--- src/rtl/gray_tracker_pkg.sv ---
// Shared types, default parameters and Gray-to-binary helper for the gray tracker.
package gray_pkg;

   typedef enum logic [1:0] {INIT, TRACK, FAULT} trk_state_t;

   localparam int W_DEF      = 3;
   localparam int POS_W_DEF  = 8;
   localparam int ERR_W_DEF  = 4;
   localparam int LOCK_N_DEF = 4;
   localparam int MAX_W      = 8;

   // bin[i] is the XOR of all Gray bits from the MSB down to bit i.
   function automatic logic [MAX_W-1:0] gray2bin(input logic [MAX_W-1:0] g, input int w);
      logic [MAX_W-1:0] mask;
      logic [MAX_W-1:0] gm;
      logic [MAX_W-1:0] b;
      mask = '1;
      mask = mask >> (MAX_W - w);
      gm   = g & mask;
      b    = '0;
      for (int i = 0; i < MAX_W; i++) begin
         b[i] = ^(gm >> i);
      end
      return b;
   endfunction

endpackage

--- src/rtl/gray_tracker_if.sv ---
// Signal bundle between the Gray source / consumer and the tracker core.
interface gray_tracker_if #(
   parameter int W     = gray_pkg::W_DEF,
   parameter int POS_W = gray_pkg::POS_W_DEF,
   parameter int ERR_W = gray_pkg::ERR_W_DEF
);
   logic [W-1:0]     g;
   logic             clr;
   logic [W-1:0]     bin;
   logic [POS_W-1:0] pos;
   logic             dir;
   logic             step;
   logic             wrap;
   logic             err;
   logic [ERR_W-1:0] err_cnt;
   logic             locked;

   modport master (
      output g, clr,
      input  bin, pos, dir, step, wrap, err, err_cnt, locked
   );

   modport slave (
      input  g, clr,
      output bin, pos, dir, step, wrap, err, err_cnt, locked
   );
endinterface

--- src/rtl/gray_tracker_gray2bin_w.sv ---
// Combinational W-bit Gray-to-binary converter.
module gray2bin_w
   import gray_pkg::*;
#(
   parameter int W = W_DEF
) (
   input  logic [W-1:0] g,
   output logic [W-1:0] b
);

   assign b = W'(gray2bin(MAX_W'(g), W));

endmodule

--- src/rtl/gray_tracker.sv ---
// Gray-code position tracker with step classification and lock FSM.
// Optional GRAY_TRACKER_SYNC_EN adds a two-flop input synchronizer.
module gray_tracker
   import gray_pkg::*;
#(
   parameter int W      = W_DEF,
   parameter int POS_W  = POS_W_DEF,
   parameter int ERR_W  = ERR_W_DEF,
   parameter int LOCK_N = LOCK_N_DEF
) (
   input logic           clk,
   input logic           rst_n,
   gray_tracker_if.slave bus
);

   localparam logic [W-1:0] ONE_W     = W'(1);
   localparam logic [W-1:0] TOP_W     = '1;
   localparam logic [3:0]   GOOD_LAST = 4'(LOCK_N - 1);

   function automatic logic [ERR_W-1:0] sat_inc(input logic [ERR_W-1:0] v);
      return (v == '1) ? v : v + ERR_W'(1);
   endfunction

   logic [W-1:0] g_s;

`ifdef GRAY_TRACKER_SYNC_EN
   logic [W-1:0] g_p0;
   logic [W-1:0] g_p1;

   always_ff @(posedge clk or negedge rst_n) begin
      if (!rst_n) begin
         g_p0 <= '0;
         g_p1 <= '0;
      end else begin
         g_p0 <= bus.g;
         g_p1 <= g_p0;
      end
   end

   assign g_s = g_p1;
`else
   assign g_s = bus.g;
`endif

   logic [W-1:0] b;

   gray2bin_w #(.W(W)) u_conv (
      .g (g_s),
      .b (b)
   );

   trk_state_t       state;
   logic [W-1:0]     ref_bin;
   logic [3:0]       good_cnt;
   logic [W-1:0]     bin_q;
   logic [POS_W-1:0] pos_q;
   logic             dir_q;
   logic             step_q;
   logic             wrap_q;
   logic             err_q;
   logic [ERR_W-1:0] err_cnt_q;
   logic             locked_q;

   logic is_up;
   logic is_dn;
   logic is_hold;
   logic is_bad;

   always_comb begin
      is_hold = (b == ref_bin);
      is_up   = (b == ref_bin + ONE_W);
      is_dn   = (b == ref_bin - ONE_W);
      is_bad  = !(is_hold || is_up || is_dn);
   end

   // Sample stage: classification against ref_bin updates all state.
   always_ff @(posedge clk or negedge rst_n) begin
      if (!rst_n) begin
         state     <= INIT;
         ref_bin   <= '0;
         good_cnt  <= '0;
         bin_q     <= '0;
         pos_q     <= '0;
         dir_q     <= 1'b1;
         step_q    <= 1'b0;
         wrap_q    <= 1'b0;
         err_q     <= 1'b0;
         err_cnt_q <= '0;
         locked_q  <= 1'b0;
      end else begin
         bin_q  <= b;
         step_q <= 1'b0;
         wrap_q <= 1'b0;
         err_q  <= 1'b0;
         if (bus.clr) begin
            pos_q     <= '0;
            err_cnt_q <= '0;
            good_cnt  <= '0;
            ref_bin   <= b;
            state     <= TRACK;
            locked_q  <= 1'b1;
         end else begin
            case (state)
               INIT: begin
                  ref_bin  <= b;
                  state    <= TRACK;
                  locked_q <= 1'b1;
               end
               TRACK: begin
                  if (is_up) begin
                     pos_q   <= pos_q + POS_W'(1);
                     dir_q   <= 1'b1;
                     step_q  <= 1'b1;
                     wrap_q  <= (ref_bin == TOP_W);
                     ref_bin <= b;
                  end else if (is_dn) begin
                     pos_q   <= pos_q - POS_W'(1);
                     dir_q   <= 1'b0;
                     step_q  <= 1'b1;
                     wrap_q  <= (ref_bin == '0);
                     ref_bin <= b;
                  end else if (is_bad) begin
                     err_q     <= 1'b1;
                     err_cnt_q <= sat_inc(err_cnt_q);
                     ref_bin   <= b;
                     good_cnt  <= '0;
                     state     <= FAULT;
                     locked_q  <= 1'b0;
                  end
               end
               FAULT: begin
                  ref_bin <= b;
                  if (is_bad) begin
                     err_q     <= 1'b1;
                     err_cnt_q <= sat_inc(err_cnt_q);
                     good_cnt  <= '0;
                  end else if (good_cnt == GOOD_LAST) begin
                     good_cnt <= '0;
                     state    <= TRACK;
                     locked_q <= 1'b1;
                  end else begin
                     good_cnt <= good_cnt + 4'd1;
                  end
               end
               default: begin
                  state    <= INIT;
                  locked_q <= 1'b0;
               end
            endcase
         end
      end
   end

   assign bus.bin     = bin_q;
   assign bus.pos     = pos_q;
   assign bus.dir     = dir_q;
   assign bus.step    = step_q;
   assign bus.wrap    = wrap_q;
   assign bus.err     = err_q;
   assign bus.err_cnt = err_cnt_q;
   assign bus.locked  = locked_q;

endmodule
--- src/flat_wrapper.sv ---
// flat-port wrapper written by rule: the top's interface ports become plain ports
module gray_tracker_flat import gray_pkg::*;
#(
   parameter int W      = W_DEF,
   parameter int POS_W  = POS_W_DEF,
   parameter int ERR_W  = ERR_W_DEF,
   parameter int LOCK_N = LOCK_N_DEF
)
  (clk, rst_n, bus_g, bus_clr, bus_bin, bus_pos, bus_dir, bus_step, bus_wrap, bus_err, bus_err_cnt, bus_locked);
  gray_tracker_if #(.W(W), .POS_W(POS_W), .ERR_W(ERR_W)) bus_i ();
  input logic clk;
  input logic rst_n;
  input wire logic [$bits(bus_i.g)-1:0] bus_g;
  input wire logic [$bits(bus_i.clr)-1:0] bus_clr;
  output wire logic [$bits(bus_i.bin)-1:0] bus_bin;
  output wire logic [$bits(bus_i.pos)-1:0] bus_pos;
  output wire logic [$bits(bus_i.dir)-1:0] bus_dir;
  output wire logic [$bits(bus_i.step)-1:0] bus_step;
  output wire logic [$bits(bus_i.wrap)-1:0] bus_wrap;
  output wire logic [$bits(bus_i.err)-1:0] bus_err;
  output wire logic [$bits(bus_i.err_cnt)-1:0] bus_err_cnt;
  output wire logic [$bits(bus_i.locked)-1:0] bus_locked;
  assign bus_i.g = bus_g;
  assign bus_i.clr = bus_clr;
  assign bus_bin = bus_i.bin;
  assign bus_pos = bus_i.pos;
  assign bus_dir = bus_i.dir;
  assign bus_step = bus_i.step;
  assign bus_wrap = bus_i.wrap;
  assign bus_err = bus_i.err;
  assign bus_err_cnt = bus_i.err_cnt;
  assign bus_locked = bus_i.locked;
  gray_tracker #(.W(W), .POS_W(POS_W), .ERR_W(ERR_W), .LOCK_N(LOCK_N)) u_core (.clk(clk), .rst_n(rst_n), .bus(bus_i));
endmodule
--- config.mk ---
export PLATFORM = sky130hd
export DESIGN_NAME = gray_tracker_flat
export DESIGN_NICKNAME = d
export VERILOG_FILES = /design/src/rtl/gray_tracker_pkg.sv /design/src/rtl/gray_tracker_if.sv /design/src/rtl/gray_tracker_gray2bin_w.sv /design/src/rtl/gray_tracker.sv /design/src/flat_wrapper.sv
export SDC_FILE = /design/constraint.sdc
export NUM_CORES = 1
export LEC_CHECK = 0
export ABC_AREA = 1
export ABC_CLOCK_PERIOD_IN_PS = 2200
export BUFFER_PORTS_ARGS = -buffer_cell sky130_fd_sc_hd__buf_2
export CAP_MARGIN = 20
export CORE_ASPECT_RATIO = 1.75
export CORE_MARGIN = 2
export CORE_UTILIZATION = 40
export DETAILED_ROUTE_END_ITERATION = 16
export GPL_TIMING_DRIVEN = 1
export PLACE_DENSITY = 0.7
export SYNTH_ARGS = -nofsm -noshare
export SYNTH_HDL_FRONTEND = slang
export SYNTH_HIERARCHICAL = 1
export SYNTH_SLANG_ARGS = --single-unit
--- constraint.sdc ---
create_clock -name clk -period 2.2 [get_ports clk]
set_input_delay 0.11 -clock clk [delete_from_list [all_inputs] [get_ports clk]]
set_output_delay 0.11 -clock clk [all_outputs]
set_load 0.02 [all_outputs]
==> flow_summary.json <==
{
  "outcome": "finished with violations",
  "violations": "negative setup slack",
  "insertion_delay_ns": 0.28,
  "crit_path_start_kind": "register",
  "path_cells": "ha_2 > ha_4 > inv_2 > nand2_2 > nand2_4 > nand3_4 > buf_4 > ha_4 > a21oi_2 > o21ai_2 > a21oi_2 > nand2_1 > nand3_1 > nand2_1",
  "max_slew_margin_pct": 56.5,
  "path_max_fanout": 5,
  "synth-edff-count": 0,
  "ys_warn_count": 6,
  "clock-sinks": 28,
  "finalPower_uw": 3980,
  "syn-num-nets": 269,
  "ys_seq_area_share_pct": 36.0,
  "rrSetupSlack_ns": -0.17,
  "drc": 0,
  "chipHeight_um": 96.4,
  "diodes": 0,
  "fin_crit_ns": 2.37,
  "cp.depth": 14,
  "ys_top_cells_by_area": "dfrtp_1 35%, nand2_1 14%, ha_1 9.6%",
  "worstPathArrival_ns": 2.54,
  "via_per_inst": 4.98,
  "finalNetCount": 323,
  "initial_core_util_pct": 41.4,
  "async_flop_share_pct": 100,
  "clockRootBuffer": "clkbuf_8",
  "p_sw_share_pct": 48.2,
  "crit_type": "register to register",
  "synth_area_mm2": 0.00195,
  "antenna_found_initial": 0,
  "dr.pass1.iters": 4,
  "switchingPower_uw": 1920,
  "fin_ws_ns": -0.169,
  "avgSynthCellArea_um2": 7.89,
  "irDropWorstVdd_v": 0.00112,
  "ios": 26,
  "drv_cap": 0,
  "yosysTopAreaCell": "dfrtp_1",
  "grt_first_pass_wirelength_um": 7470,
  "drtAntennaViolNets": 0,
  "netlist_top_cells_count": "75 x nand2_1, 27 x dfrtp_1, 23 x inv_1",
  "yosysMostFrequentCell": "nand2_1",
  "grtUsageTotal_pct": 17.5,
  "synthFlopType": "dfrtp_1",
  "slowest_stage": "dfrtp_1",
  "hold_path.class": "input pin to register",
  "timing.fmax_ghz": 0.422,
  "cp-startpoint": "u_core/ref_bin[0]$_DFFE_PN0P_",
  "wl_per_cell_um": 13.1,
  "clk_path_buf_depth": 2,
  "yosysTopAreaCellShare_pct": 34.7,
  "overflow": 0,
  "die_x_um": 56.8,
  "fin_util_pct": 55.5,
  "fp-row-count": 33,
  "clkPwrFrac_pct": 10.4,
  "via_count": 1754,
  "p_int_uw": 2060,
  "setup_violations": 4,
  "end_kind": "register",
  "rsz0062_at_grt": "true",
  "drv_slew": 0,
  "wirelength_um": 4620,
  "hold_start": "bus_g[2]",
  "cts_tree": "built",
  "port_buffers": 25,
  "hold_viol_final": 0,
  "core_mm2": 0.00471,
  "die_area_mm2": 0.00547,
  "seqPwrFrac_pct": 20.2,
  "critPathRequiredTime_ns": 2.38,
  "gp_congestion": 0.845,
  "worst-path-buf-inv": 2,
  "dp_hpwl_um": 3270,
  "htree_levels": 1,
  "combPwrFrac_pct": 69.4,
  "grt_pass1_vias": 1701,
  "yosysUniqueCellTypes": 33,
  "drt_iter0_drc": 47,
  "power.density_mw_per_mm2": 1530,
  "area_growth_pct": 34.0,
  "crit_path_end": "u_core/bus.pos[7]$_DFFE_PN0P_",
  "drive_gt1_share_pct": 39.3,
  "syn_inst": 247,
  "max_stage_delay_ns": 0.42,
  "min_period_over_period_pct": 108,
  "static-leakage-power_uw": 0.00137,
  "r2r-end": "u_core/bus.pos[7]$_DFFE_PN0P_",
  "cp_top_family": "adder cells",
  "tightest_slew_ns": 0.652,
  "r2r_cells": 14,
  "cts.reportedPaths.clkPinSlew_ns": 0.10,
  "skew_ns": 0.00285,
  "r2r_start": "u_core/ref_bin[0]$_DFFE_PN0P_",
  "grt_max_degree": 29,
  "yosys_register_bits": 28,
  "cts_buffers": 3
}
kinds of logic after synthesis:
| logic type | after synthesis | synth area share [%] |
|---|---|---|
| adder cells (fa/ha/maj) | 16 | 10.7 |
| AND/OR/NAND/NOR | 140 | 35.9 |
| buffers and inverters | 31 | 6.48 |
| AO/OA/AOI/OAI | 26 | 8.22 |
| flip-flops | 28 | 36.0 |
| XOR/XNOR | 6 | 2.70 |
power by group through the flow:
stage	clock, uW	sequential, uW	combinational [uW]
floorplan	0	916	1500
global placement	0	806	2240
detailed placement	0	811	2270
CTS	424	809	2520
global route	441	832	3060
finish	413	805	2770
state kept, by name, summed over array words and instances (netlist names):
| register | cells |
|---|---|
| u_core/bus.wrap | 1 |
| u_core/bus.pos | 8 |
| u_core/bus.err_cnt | 4 |
| u_core/bus.step | 1 |
| u_core/bus.err | 1 |
| u_core/good_cnt | 4 |
| u_core/ref_bin | 3 |
| u_core/state | 2 |
| u_core/bus.dir | 1 |
| u_core/bus.bin | 3 |
how the worst min path moves through the flow:
| stage | endpoint | slack (ns) | cells past startpoint |
|---|---|---|---|
| floorplan | u_core/bus.bin[0]$_DFF_PN0_ | -0.19 | 0 |
| global placement | u_core/bus.pos[4]$_DFFE_PN0P_ | 0.16 | 1 |
| detailed placement | u_core/bus.pos[4]$_DFFE_PN0P_ | 0.18 | 1 |
| CTS | u_core/bus.bin[2]$_DFF_PN0_ | 0.12 | 2 |
| global route | u_core/bus.bin[2]$_DFF_PN0_ | 0.16 | 2 |
| finish | u_core/bus.bin[2]$_DFF_PN0_ | 0.14 | 2 |
layout make-up:
class                      count  area, um2
fill                         431       2090
multi-input combinational    189       1340
clock buffer                   3       41.3
inverter                      29        119
timing repair buffer          50        319
sequential                    28        702
tap                           52       65.1
clock inverter                 1       30.0
layer usage:
layer  share of wire, %  global-route usage (%)
met5                  0                       0
met4                1.6                    6.40
met3                2.0                    1.21
met2                 56                    34.5
met1                 40                    19.1
what timing repair did:
action / in CTS / in global routing
gates cloned: 1 / 0
resized for setup: 17 / 15
buffers inserted: 1 / 4
hold buffers: 1 / 0
hold endpoints to repair: 27 / 0
pin swaps: 10 / 9
setup endpoints to repair: 5 / 9
worst register-to-register path, cell delays in order (launching register included):
cell	delay (ns)
dfrtp_1	0.42
ha_2	0.20
ha_4	0.23
inv_2	0.05
nand2_2	0.06
nand2_4	0.09
nand3_4	0.16
buf_4	0.20
ha_4	0.25
a21oi_2	0.18
o21ai_2	0.10
a21oi_2	0.13
nand2_1	0.06
nand3_1	0.09
nand2_1	0.05
layout by cell type (no fill, tap or decap), types with 2 or more instances in the layout:
master,count
a21oi_1,3
a21oi_2,3
buf_2,25
buf_4,23
clkbuf_8,3
dfrtp_1,27
ha_1,7
ha_4,7
inv_1,19
inv_2,7
inv_4,2
nand2_1,70
nand2_2,13
nand2_4,9
nand3_1,18
nand3_2,4
nand3_4,4
nor2_1,14
nor2_4,2
nor3_1,3
o21ai_0,2
o21ai_1,6
o21ai_2,5
xnor2_1,4
xor2_1,2
per-stage QoR:
step / hold WS, ns / std cells / instance area (um2) / setup TNS (ns) / worst slack (ns)
4_1_cts: 0.116 / 348 / 2520 / -0.125 / -0.0382
3_3_place_gp: 0.162 / 341 / 2340 / -0.304 / -0.0933
5_1_grt: 0.155 / 352 / 2610 / -0.740 / -0.242
6_report: 0.135 / 352 / 2610 / -0.220 / -0.169
3_5_place_dp: 0.182 / 341 / 2340 / -0.532 / -0.149
2_1_floorplan: -0.186 / 247 / 2020 / -0.0385 / -0.0199
Note: power is estimated with default switching activity, not from simulation.
